`src/rtl/ps2_pkg.sv`:
```
// Shared types and frame constants for the PS/2 keyboard receiver.
// No logic of its own; imported by the deframer.
package ps2_pkg;

  typedef enum logic [1:0] {
    ST_IDLE,
    ST_DATA,
    ST_PARITY,
    ST_STOP
  } ps2_state_t;

  localparam logic START_BIT = 1'b0;
  localparam logic STOP_BIT  = 1'b1;
  localparam int   DATA_BITS = 8;
  localparam int   CNT_W     = $clog2(DATA_BITS);

  // PS/2 uses odd parity across the data byte plus the parity bit.
  function automatic logic parity_ok(input logic [DATA_BITS-1:0] d, input logic p);
    return ^{d, p};
  endfunction

endpackage

```
`src/rtl/ps2_fifo.sv`:
```
// Generic first-word-fall-through FIFO; rdata shows the head with zero read latency.
// A push while full is dropped unless a pop happens in the same cycle; a pop while empty is ignored.
module ps2_fifo #(
  parameter int WIDTH = 8,
  parameter int DEPTH = 8
) (
  input  logic             clk,
  input  logic             rst,
  input  logic             push,
  input  logic [WIDTH-1:0] wdata,
  input  logic             pop,
  output logic [WIDTH-1:0] rdata,
  output logic             empty,
  output logic             full
);

  localparam int AW = $clog2(DEPTH);

  logic [WIDTH-1:0] mem [DEPTH];
  logic [AW:0]      wr_ptr;
  logic [AW:0]      rd_ptr;
  logic             do_pop;
  logic             do_push;

  assign empty   = (wr_ptr == rd_ptr);
  assign full    = (wr_ptr[AW] != rd_ptr[AW]) && (wr_ptr[AW-1:0] == rd_ptr[AW-1:0]);
  assign do_pop  = pop & ~empty;
  // When full, the slot being written is the head being popped this cycle.
  assign do_push = push & (~full | do_pop);
  assign rdata   = mem[rd_ptr[AW-1:0]];

  always_ff @(posedge clk or posedge rst) begin
    if (rst) begin
      wr_ptr <= '0;
      rd_ptr <= '0;
    end else begin
      if (do_push) wr_ptr <= wr_ptr + 1'b1;
      if (do_pop)  rd_ptr <= rd_ptr + 1'b1;
    end
  end

  always_ff @(posedge clk) begin
    if (do_push) mem[wr_ptr[AW-1:0]] <= wdata;
  end

endmodule

```
`src/rtl/ps2_keyboard_rx.sv`:
```
// PS/2 device-to-host receiver: sync, deframe, parity/stop check, timeout abort, FWFT byte buffer.
// A good byte is readable 4 CLOCK cycles after the stop-bit pin fall; bytes arriving while full are dropped with OVERFLOW.
module ps2_keyboard_rx
  import ps2_pkg::*;
#(
  parameter int FIFO_DEPTH = 8,
  parameter int TIMEOUT    = 25000
) (
  input  logic       CLOCK,
  input  logic       RESET,
  input  logic       PS2_CLK,
  input  logic       PS2_DAT,
  output logic [7:0] DATA,
  output logic       READY,
  input  logic       RD,
  output logic       PERR,
  output logic       OVERFLOW
);

  localparam int TW = $clog2(TIMEOUT);

  logic [1:0]           clk_sync;
  logic [1:0]           dat_sync;
  logic                 clk_prev;
  logic                 fall;
  logic                 dat;
  ps2_state_t           state;
  logic [DATA_BITS-1:0] shift;
  logic [CNT_W-1:0]     bit_cnt;
  logic                 par_bit;
  logic [TW-1:0]        to_cnt;
  logic                 timed_out;
  logic                 push;
  logic [DATA_BITS-1:0] push_dat;
  logic [7:0]           fifo_rdata;
  logic                 fifo_empty;
  logic                 fifo_full;
  logic                 pop;

  always_ff @(posedge CLOCK or posedge RESET) begin
    if (RESET) begin
      clk_sync <= 2'b11;
      dat_sync <= 2'b11;
      clk_prev <= 1'b1;
    end else begin
      clk_sync <= {clk_sync[0], PS2_CLK};
      dat_sync <= {dat_sync[0], PS2_DAT};
      clk_prev <= clk_sync[1];
    end
  end

  assign fall      = clk_prev & ~clk_sync[1];
  assign dat       = dat_sync[1];
  // A fall in the same cycle wins over the abort: the device is still clocking.
  assign timed_out = (state != ST_IDLE) && (to_cnt == TW'(TIMEOUT - 1)) && !fall;

  always_ff @(posedge CLOCK or posedge RESET) begin
    if (RESET) begin
      state    <= ST_IDLE;
      shift    <= '0;
      bit_cnt  <= '0;
      par_bit  <= 1'b0;
      to_cnt   <= '0;
      push     <= 1'b0;
      push_dat <= '0;
      PERR     <= 1'b0;
    end else begin
      push <= 1'b0;
      PERR <= 1'b0;

      if (state == ST_IDLE || fall)          to_cnt <= '0;
      else if (to_cnt != TW'(TIMEOUT - 1))   to_cnt <= to_cnt + 1'b1;

      if (timed_out) begin
        state <= ST_IDLE;
        PERR  <= 1'b1;
      end else if (fall) begin
        case (state)
          ST_IDLE: begin
            if (dat == START_BIT) begin
              state   <= ST_DATA;
              bit_cnt <= '0;
            end
          end
          ST_DATA: begin
            shift   <= {dat, shift[DATA_BITS-1:1]};
            bit_cnt <= bit_cnt + 1'b1;
            if (bit_cnt == CNT_W'(DATA_BITS - 1)) state <= ST_PARITY;
          end
          ST_PARITY: begin
            par_bit <= dat;
            state   <= ST_STOP;
          end
          ST_STOP: begin
            if (dat == STOP_BIT && parity_ok(shift, par_bit)) begin
              push     <= 1'b1;
              push_dat <= shift;
            end else begin
              PERR <= 1'b1;
            end
            state <= ST_IDLE;
          end
          default: state <= ST_IDLE;
        endcase
      end
    end
  end

  ps2_fifo #(
    .WIDTH (8),
    .DEPTH (FIFO_DEPTH)
  ) u_fifo (
    .clk   (CLOCK),
    .rst   (RESET),
    .push  (push),
    .wdata (push_dat),
    .pop   (pop),
    .rdata (fifo_rdata),
    .empty (fifo_empty),
    .full  (fifo_full)
  );

  assign READY    = ~fifo_empty;
  assign pop      = RD & READY;
  assign DATA     = READY ? fifo_rdata : 8'h00;
  assign OVERFLOW = push & fifo_full & ~pop;

endmodule
```
`config.mk`:
```
export PLATFORM = sky130hd
export DESIGN_NAME = ps2_keyboard_rx
export DESIGN_NICKNAME = d
export VERILOG_FILES = /design/src/rtl/ps2_pkg.sv /design/src/rtl/ps2_fifo.sv /design/src/rtl/ps2_keyboard_rx.sv
export SDC_FILE = /design/constraint.sdc
export NUM_CORES = 1
export LEC_CHECK = 0
export BUFFER_PORTS_ARGS = -buffer_cell sky130_fd_sc_hd__buf_4
export CELL_PAD_IN_SITES_DETAIL_PLACEMENT = 1
export CELL_PAD_IN_SITES_GLOBAL_PLACEMENT = 2
export CORE_ASPECT_RATIO = 1.5
export CORE_MARGIN = 5
export CORE_UTILIZATION = 49
export CTS_CLUSTER_DIAMETER = 30
export CTS_CLUSTER_SIZE = 25
export DETAILED_ROUTE_END_ITERATION = 10
export PLACE_DENSITY = 0.81
export SLEW_MARGIN = 20
export SYNTH_ARGS = -nofsm -noshare
export SYNTH_HDL_FRONTEND = slang
export SYNTH_SLANG_ARGS = --single-unit
```
`constraint.sdc`:
```
create_clock -name CLOCK -period 4.8 [get_ports CLOCK]
set_input_delay 0.24 -clock CLOCK [delete_from_list [all_inputs] [get_ports CLOCK]]
set_output_delay 0.24 -clock CLOCK [all_outputs]
set_load 0.1 [all_outputs]
```
==> results of run 1 <==
-- registers in the layout, summed over array words and instances, names as in the netlist --
register       flops
state              2
u_fifo.mem        64
clk_prev           1
to_cnt            15
PERR               1
shift              8
u_fifo.wr_ptr      4
clk_sync           2
u_fifo.rd_ptr      4
bit_cnt            3
push               1
push_dat           8
par_bit            1
dat_sync           2
-- metal layers --
metal / part of all wire [%] / vias to the layer above / wire length, um
met4: 1.1 / 0 / 109
met5: 0 / - / 0
li1: - / 1266 / -
met2: 57 / 42 / 5843
met3: 2.3 / 9 / 240
met1: 39 / 1406 / 4024
-- through the flow --
step                      hold slack (ps)  setup WS (ps)  util [%]  area, um2  cells
final                               20.40           1871     57.89       5802    482
after global routing                91.33           1655     57.89       5802    482
after CTS                           44.89           1516     57.79       5792    482
after detailed placement            347.5           1609     51.76       5187    448
after global placement              345.4           1750     51.76       5187    448
after floorplan                     244.5          362.2         -       4975    325
-- Yosys cell counts, types with 5 or more instances --
library cell	instances	area (um2)
nand3_1	6	30.03
xnor2_1	14	122.6
nand4_1	7	43.79
a21oi_1	5	25.02
nor2_1	23	86.33
inv_1	9	33.78
nor3_1	5	25.02
mux2_2	19	214.0
o21ai_0	9	45.04
mux4_2	16	360.4
ha_1	9	112.6
edfxtp_1	64	1922
nand2b_1	5	31.28
mux2i_1	8	80.08
dfstp_2	5	131.4
xor2_1	10	87.58
nand2_1	18	67.56
dfrtp_1	47	1176
-- worst paths after layout --
kind	start	to	cells after the start
min in group CLOCK	RD	u_fifo.rd_ptr[0]	3
max in group asynchronous	RESET	to_cnt[3]	3
hold / removal	RESET	shift[6]	3
setup reg to reg	u_fifo.rd_ptr[1]	u_fifo.mem[5][1]	5
hold reg to reg	dat_sync[0]	dat_sync[1]	0
setup / recovery	u_fifo.rd_ptr[1]	u_fifo.mem[5][1]	5
-- area by class of cell --
type,instances,area (um2),area share [%]
clock buffer,21,450.4,7.764
clock inverter,11,133.9,2.308
inverter,9,33.78,0.5823
multi-input combinational,189,1660,28.62
sequential,116,3229,55.66
tap,117,146.4,2.523
timing repair buffer,19,147.6,2.545
-- power by group through the flow --
stage                     Clock (W)  Sequential (W)  Combinational [W]
after floorplan                   0         0.00127            0.00116
after global placement            0         0.00135            0.00131
after detailed placement          0         0.00136            0.00133
after CTS                   0.00125         0.00135            0.00134
after global routing        0.00131         0.00136            0.00141
final                       0.00123         0.00134            0.00132
-- worst min-delay path, stage by stage --
cell	delay [ps]
buf_4	110
inv_2	30
buf_4	520
-- logic make-up after synthesis --
group                      count (synthesis)  synth area share [%]
adders and majority gates                  9                 2.264
DFF                                      116                 64.91
buffers and inverters                     20                 1.911
xor gates and xnor gates                  26                 5.005
and+or+nand+nor                           87                 9.784
AOI/OAI and AO/OA                         24                 2.968
muxes                                     43                 13.15
==> parameters.txt, run 1 <==
Parameter                              Value

Run status
  Status ... completed

Logic synthesis
  Post-synthesis area per instance ... roughly 15 um2
  Post-Synthesis Net Count ... between 300 and 400
  Asr flop ratio synth ... ~45%
  Sequential share of the synthesized area ... 64.91%
  Yosys warns ... 0
  Cell area after synthesis ... just under 5000 um2
  Number of distinct library cells after synthesis ... 46
  Primary flip-flop cell chosen by synthesis mapping ... edfxtp_1
  Flop and latch count out of synthesis ... around 120
  Synthesized netlist cell count ... roughly 330
  Number of enable-type register cells in the synthesized netlist ... 64

Worst hold path
  Hold Path Class ... primary input to asynchronous set/reset pin

Floorplanning
  Floorplan die area ... around 12000 um2
  Die Y ... about 130 um
  Horizontal die dimension ... 92.27 um
  Floorplan row count ... 45
  Starting utilization of the core area ... 49.64%
  Core outline area ... around 10000 um2
  I/O pin total ... 16

Pwr
  Proportion of power drawn by combinational gates ... 33.9%
  Leakage power ... about 2.3 nW
  Cell-internal power ... about 0.0025 W
  Clock share of power ... between 30% and 40%
  Net switching fraction of the power ... between 30 and 40%
  Maximum resistive drop on vdd ... ~0.28 mV
  Power spent charging and discharging nets ... about 0.0014 W
  Power Total ... about 0.0039 W
  Reg power frac ... about a third
  Power density over the cells ... 671.0 nW/um2

Clock tree
  Hold buffer count at cts ... 2
  Number of buffers inserted to repair setup after CTS ... 0
  Clock H-tree levels ... 4
  Root cell of the clock tree ... clkbuf_16
  Worst-skew pair later-pin latency ... around 400 ps
  CTS Buf Count ... 17
  Clock tree from TritonCTS ... yes
  Number of instances resized during post-cts repair ... 0
  Clock-pin transition on the worst setup and hold timing paths ... 50 ps
  Max clock buf depth ... 2
  Sink count of the clock tree ... approximately 120

Detailed routing
  Wire length per cell ... roughly 21 um
  ANT nets after route ... 0
  Via count normalized by instance count ... between 5 and 6
  Drt initial violations ... around 120
  First-pass detailed-route iteration total ... 4
  Post-detailed-route DRC marker count ... 0
  Via Count ... around 2700
  Final routed wirelength across all metal layers ... roughly 10000 um

Global routing
  Number of antenna violations at the first check in global routing ... 0
  Met3 capacity usage during global routing ... between 5 and 6%
  GR met1 Demand/Resource ... approximately a fifth
  Global routing usage summed across all routing layers ... 18.50%
  Global-route wire length before repair ... approximately 17000 um
  Met2 layer usage reported by global route ... between 30% and 40%
  Overflow left after global routing ... 0
  Global route hottest layer ... met2
  Number of global-route vias before repair ... around 3100
  Pin count of the biggest net entering global routing ... 53

Placement
  GPL Wtd Cong ... just under 0.8
  Count of buffers inserted at the top-level ports ... 15
  Detailed placer's ending HPWL ... 7015 um

Critical path
  Max incr delay on CP ... between 800 and 900 ps
  Arrival time of the worst setup path ... 2960 ps
  Worst setup slack for register-to-register paths ... between 1500 and 2000 ps
  Slowest library cell on the worst path ... dfrtp_1
  Buffers & Inverters on Critical Path ... 0
  Peak fanout along the critical path ... 20
  Startpoint types ... register
  CP Class ... register to register
  Crit path cell chain ... xor2_1 -> or3_1 -> o31a_1 -> nand2_1 -> nor2_1
  Critical path's top delay family ... simple AND/OR/NAND/NOR gates
  Crit. End Element ... register
  CP required ... between 4000 and 5000 ps

Timing
  Pin slew with the least headroom to its limit ... between 800 and 900 ps
  Final cycle utilization of the critical path ... 61.03%
  Timing-limited maximum frequency ... between 300 and 400 MHz
  Setup tns final ... 0 ps
  Final setup vio count ... 0
  Worst-case headroom to the max-slew limit ... between 40% and 50%
  Final Slew Violations ... 0
  Final Skew ... about 7.4 ps
  Crit path time final ... between 2000 and 3000 ps
  RSZ-0062 raised after global routing ... no
  Hold violation count in the final report ... 0

Cells and area
  Share of final-layout standard cells stronger than drive strength 1 ... about 25%
  Final #Nets ... ~370
  Area delta synth->final ... 16.62%
  Commonest cells after routing, fill and taps aside ... edfxtp_1, dfrtp_1, nor2_1
  Leading cell type in the layout, fill and taps excluded ... edfxtp_1
  Number of diodes ... 0
  # fillers ... 920

Run
  Max cap viols ... 0
(Power assumes the default switching activity.)
==> inputs of run 2 (changes only) <==
- CORE_UTILIZATION: 49 -> 46
- PLACE_DENSITY: 0.81 -> 0.76
- clock period: 4.8 -> 2.9 ns (I/O delays scaled with it)
==> run 2 against run 1 <==
Against the previous run: combinational power up 77%; clock skew up 3.0 ps; flip-flop and latch count unchanged; via count down 0.18%; critical endpoint is now u_fifo.mem[4][3].
==> parameters.txt, run 2 (synthesized netlist as in run 1, its figures left out) <==
Parameter                              Value

Detailed routing
  ANT nets after route ... 0
  Wire length per cell ... approximately 19 um
  Post-detailed-route DRC marker count ... 0
  Drt initial violations ... 85
  Via count normalized by instance count ... around 5.3
  First-pass detailed-route iteration total ... 4
  Via Count ... roughly 2700
  Final routed wirelength across all metal layers ... 9886 um

Global routing
  Number of antenna violations at the first check in global routing ... 0
  Overflow left after global routing ... 0
  Number of global-route vias before repair ... approximately 3000
  Pin count of the biggest net entering global routing ... 53
  Global-route wire length before repair ... roughly 16000 um
  Global routing usage summed across all routing layers ... ~17%

Placement
  GPL Wtd Cong ... ~0.74
  Detailed placer's ending HPWL ... 6740 um
  Count of buffers inserted at the top-level ports ... 15
  Instance area after placement ... between 5000 and 6000 um2
  Worst-case setup slack after placement ... 137.5 ps
  Number of instances in the placed design ... 480

Timing
  Final Slew Violations ... 0
  Pin slew with the least headroom to its limit ... roughly 770 ps
  Timing-limited maximum frequency ... approximately 400 MHz
  PnR worst setup slack ... approximately 430 ps
  Final Skew ... just over 10 ps
  RSZ-0062 raised after global routing ... no
  Crit path time final ... 2469 ps
  Final cycle utilization of the critical path ... between 80% and 90%
  Setup tns final ... 0 ps
  Hold violation count in the final report ... 0
  Final setup vio count ... 0
  Worst-case headroom to the max-slew limit ... 48.69%

Clock tree
  Number of buffers inserted to repair setup after CTS ... 0
  Worst-skew pair later-pin latency ... 410 ps
  Sink count of the clock tree ... about 120
  Clock tree from TritonCTS ... yes
  Clock H-tree levels ... 4
  Number of instances resized during post-cts repair ... 0
  Root cell of the clock tree ... clkbuf_16
  Max clock buf depth ... 2
  Clock-pin transition on the worst setup and hold timing paths ... 60 ps
  Hold buffer count at cts ... 3
  CTS Buf Count ... 17

Pwr
  Leakage power ... approximately 2.3 nW
  Power density over the cells ... between 1000 and 1500 nW/um2
  Maximum resistive drop on vdd ... between 0.5 and 0.6 mV

Floorplanning
  Core outline area ... about 11000 um2
  I/O pin total ... 16
  Floorplan row count ... 46
  Die Y ... roughly 140 um
  Horizontal die dimension ... approximately 95 um
  Floorplan die area ... about 13000 um2
  Starting utilization of the core area ... 46.98%

Run status
  Status ... completed

Cells and area
  Non-Filler Instances ... approximately 520
  Final #Nets ... between 300 and 400
  Leading cell type in the layout, fill and taps excluded ... edfxtp_1
  Multi-input logic area ... ~1700 um2
  Area delta synth->final ... 19.22%
  Number of diodes ... 0
  Post-layout instance area ... between 5000 and 6000 um2
  Share of final-layout standard cells stronger than drive strength 1 ... between 20 and 30%
  Number of flip-flops in the largest register ... 64
  Register area ... 3229 um2
  # fillers ... between 1000 and 1500
  Commonest cells after routing, fill and taps aside ... edfxtp_1, dfrtp_1, nor2_1

Critical path
  Crit. End Element ... register
  CP Class ... register to register
  Critical path's top delay family ... simple AND/OR/NAND/NOR gates
  Buffers & Inverters on Critical Path ... 0
  Max incr delay on CP ... between 600 and 700 ps
  Peak fanout along the critical path ... 8
  Crit path cell chain ... xor2_1 -> or3_1 -> o31a_1 -> nand2b_1 -> nor2_1
  Slowest library cell on the worst path ... nor2_1
  CP required ... roughly 3000 ps
  Arrival time of the worst setup path ... ~2500 ps
  Startpoint types ... register

Worst hold path
  Hold Path Class ... primary input to register

Run
  Max cap viols ... 0
run 2: report_power, final:
group,internal (W),switching (W),total (W)
Clock,0.00138,0.000751,0.00213
Sequential,0.00194,0.000196,0.00214
Combinational,0.000806,0.00153,0.00234
run 2: cell type report:
type,count,share of cell area (%)
inverters,9,0.5696
well taps,144,3.038
multi-input cells,189,28.25
clock buffers,18,7.405
clock inverters,14,2.996
flip-flops and latches,116,54.45
repair buffers,25,3.291
run 2: through the flow:
| stage | hold WS, ps | total power (W) | util (%) |
|---|---|---|---|
| 4_1_cts | 227.0 | 0.006702 | 55.91 |
| 5_1_grt | 260.9 | 0.006931 | 56.00 |
| 3_3_place_gp | 254.2 | 0.004487 | 49.80 |
| 2_1_floorplan | 149.5 | 0.004027 | - |
| 3_5_place_dp | 255.3 | 0.004528 | 49.80 |
| 6_report | 239.1 | 0.006610 | 56.00 |
run 2: worst paths after layout:
kind | startpoint | endpoint | slack (ps) | depth (start not counted)
max | u_fifo.wr_ptr[0] | u_fifo.mem[4][3] | 430 | 5
min | RD | u_fifo.rd_ptr[2] | 240 | 4
max in group asynchronous | RESET | to_cnt[9] | 1960 | 4
min in group asynchronous | RESET | shift[7] | 470 | 4
min reg2reg | clk_sync[0] | clk_sync[1] | 350 | 0
max reg2reg | u_fifo.wr_ptr[0] | u_fifo.mem[4][3] | 430 | 5
run 2: worst register-to-register path, delay by kind of cell, from the launching register on:
kind / cells / cell delay, ps
AOI/OAI and AO/OA: 1 / 300
and+or+nand+nor: 3 / 1060
xor gates and xnor gates: 1 / 300
DFF: 1 / 450
run 2: layer usage:
layer,vias to the layer above,share of wire (%),track usage (%)
met5,-,0,0
met3,18,2.6,4.208
met2,38,55,31.11
met4,0,3.3,8.668
met1,1380,39,18.65
li1,1282,-,-
==> inputs of run 3 (changes only) <==
- MAX_ROUTING_LAYER: not set -> met4
==> run 3 against run 2 <==
Against the previous run: sequential share of layout area unchanged; register-to-register slack about the same; sequential power about the same; setup slack got worse by 3.8 ps; largest cell class unchanged.
==> parameters.txt, run 3 (synthesized netlist as in run 1, its figures left out) <==
Parameter                              Value

Global routing
  Global routing usage summed across all routing layers ... 17.87%
  Pin count of the biggest net entering global routing ... 53
  Number of global-route vias before repair ... 2985
  Overflow left after global routing ... 0
  Global-route wire length before repair ... 16400 um
  Number of antenna violations at the first check in global routing ... 0

Placement
  GPL Wtd Cong ... 0.7500
  Number of instances in the placed design ... 480
  Worst-case setup slack after placement ... about 140 ps
  Detailed placer's ending HPWL ... roughly 6700 um
  Count of buffers inserted at the top-level ports ... 15
  Instance area after placement ... between 5000 and 6000 um2

Pwr
  Proportion of power drawn by combinational gates ... around 35%
  Power density over the cells ... between 1000 and 1500 nW/um2
  Clock share of power ... around a third
  Net switching fraction of the power ... a little under two fifths
  Power spent charging and discharging nets ... between 0.002 and 0.0025 W
  Cell-internal power ... approximately 0.0041 W
  Reg power frac ... around a third
  Maximum resistive drop on vdd ... roughly 0.53 mV
  Leakage power ... ~2.3 nW

Timing
  Final setup vio count ... 0
  Setup tns final ... 0 ps
  RSZ-0062 raised after global routing ... no
  Final Skew ... 11.10 ps
  Pin slew with the least headroom to its limit ... between 700 and 800 ps
  Final cycle utilization of the critical path ... between 80% and 90%
  Timing-limited maximum frequency ... 404.4 MHz
  Final Slew Violations ... 0
  Hold violation count in the final report ... 0
  PnR worst setup slack ... between 400 and 500 ps
  Crit path time final ... around 2500 ps
  Worst-case headroom to the max-slew limit ... 48.39%

Floorplanning
  I/O pin total ... 16
  Floorplan row count ... 46
  Starting utilization of the core area ... a little under half
  Floorplan die area ... ~13000 um2
  Horizontal die dimension ... 94.91 um
  Core outline area ... 10590 um2
  Die Y ... between 100 and 150 um

Clock tree
  Sink count of the clock tree ... around 120
  Root cell of the clock tree ... clkbuf_16
  CTS Buf Count ... 17
  Worst-skew pair later-pin latency ... about 400 ps
  Clock-pin transition on the worst setup and hold timing paths ... ~60 ps
  Clock tree from TritonCTS ... yes
  Number of instances resized during post-cts repair ... 0
  Max clock buf depth ... 2
  Clock H-tree levels ... 4

Detailed routing
  Via Count ... 2723
  Wire length per cell ... 19.19 um
  Post-detailed-route DRC marker count ... 0
  Drt initial violations ... 89
  Via count normalized by instance count ... 5.287
  Final routed wirelength across all metal layers ... approximately 9900 um
  ANT nets after route ... 0
  First-pass detailed-route iteration total ... 4

Critical path
  Last element of the critical path ... u_fifo.mem[4][3]
  Slowest library cell on the worst path ... nor2_1
  CP Class ... register to register
  CP required ... a little under 3000 ps
  Source of the worst register-to-register timing path ... u_fifo.wr_ptr[0]
  Crit. End Element ... register
  Reg2Reg Depth ... 5
  Worst setup slack for register-to-register paths ... approximately 430 ps
  Setup crit start ... u_fifo.wr_ptr[0]
  Crit path cell chain ... xor2_1 -> or3_1 -> o31a_1 -> nand2b_1 -> nor2_1
  Startpoint types ... register
  Crit Reg-Reg Endpoint ... u_fifo.mem[4][3]
  Peak fanout along the critical path ... 8
  Max incr delay on CP ... roughly 640 ps
  Arrival time of the worst setup path ... 2500 ps

Cells and area
  Area delta synth->final ... 19.22%
  Number of diodes ... 0
  Final #Nets ... about 370
  Number of flip-flops in the largest register ... 64
  Non-Filler Instances ... slightly above 500
  Commonest cells after routing, fill and taps aside ... edfxtp_1, dfrtp_1, nor2_1
  Post-layout instance area ... between 5000 and 6000 um2
  Leading cell type in the layout, fill and taps excluded ... edfxtp_1
  Share of final-layout standard cells stronger than drive strength 1 ... between 20% and 30%

Worst hold path
  Hold Path Class ... primary input to register
  Startpoint of the lowest-slack hold path ... RD

Run status
  Status ... completed

Run
  Max cap viols ... 0
run 3: cell counts in the layout (fill, tap and decap cells not counted):
No cell type changed its count.
run 3: layout make-up:
class / count / area (um2)
repair buffers: 25 / 195.2
flip-flops and latches: 116 / 3229
clock buffers: 18 / 439.2
clock inverters: 14 / 177.7
well taps: 144 / 180.2
multi-input cells: 189 / 1675
inverters: 9 / 33.78
fillers: 1059 / 4659
run 3: how the worst min path moves through the flow:
stage / end / cells after the start
5_1_grt: u_fifo.rd_ptr[2] / 4
3_5_place_dp: dat_sync[0] / 1
6_report: u_fifo.rd_ptr[2] / 4
3_3_place_gp: dat_sync[0] / 1
2_1_floorplan: clk_sync[0] / 0
4_1_cts: u_fifo.rd_ptr[2] / 4
run 3: critical path, delay by kind of cell, from the launching register on:
| family | cells | cell delay, ps |
|---|---|---|
| and+or+nand+nor | 3 | 1060 |
| DFF | 1 | 450 |
| xor gates and xnor gates | 1 | 300 |
| AOI/OAI and AO/OA | 1 | 300 |
run 3: through the flow:
stage,power (W),util [%],hold WS (ps)
5_1_grt,0.006934,56.00,259.4
6_report,0.006608,56.00,239.4
4_1_cts,0.006702,55.91,227.0
3_5_place_dp,0.004528,49.80,255.3
3_3_place_gp,0.004487,49.80,254.2
2_1_floorplan,0.004027,-,149.5
run 3: metal layers:
metal	part of all wire [%]	vias up	track usage [%]
met3	2.4	15	4.317
met2	56	38	30.99
met5	0	-	-
met1	39	1389	18.91
met4	2.9	0	8.668
li1	-	1281	-
run 3: repair_timing:
action                    in CTS  in global routing
buffers inserted               0                  0
hold buffers                   3                  0
hold endpoints to repair      49                  0
run 3: power by group through the flow:
stage / logic [W] / clock network [W] / registers, W
floorplan: 0.00192 / 0 / 0.00211
global placement: 0.00233 / 0 / 0.00216
detailed placement: 0.00235 / 0 / 0.00217
CTS: 0.00238 / 0.00217 / 0.00215
global route: 0.00250 / 0.00227 / 0.00217
finish: 0.00234 / 0.00213 / 0.00214
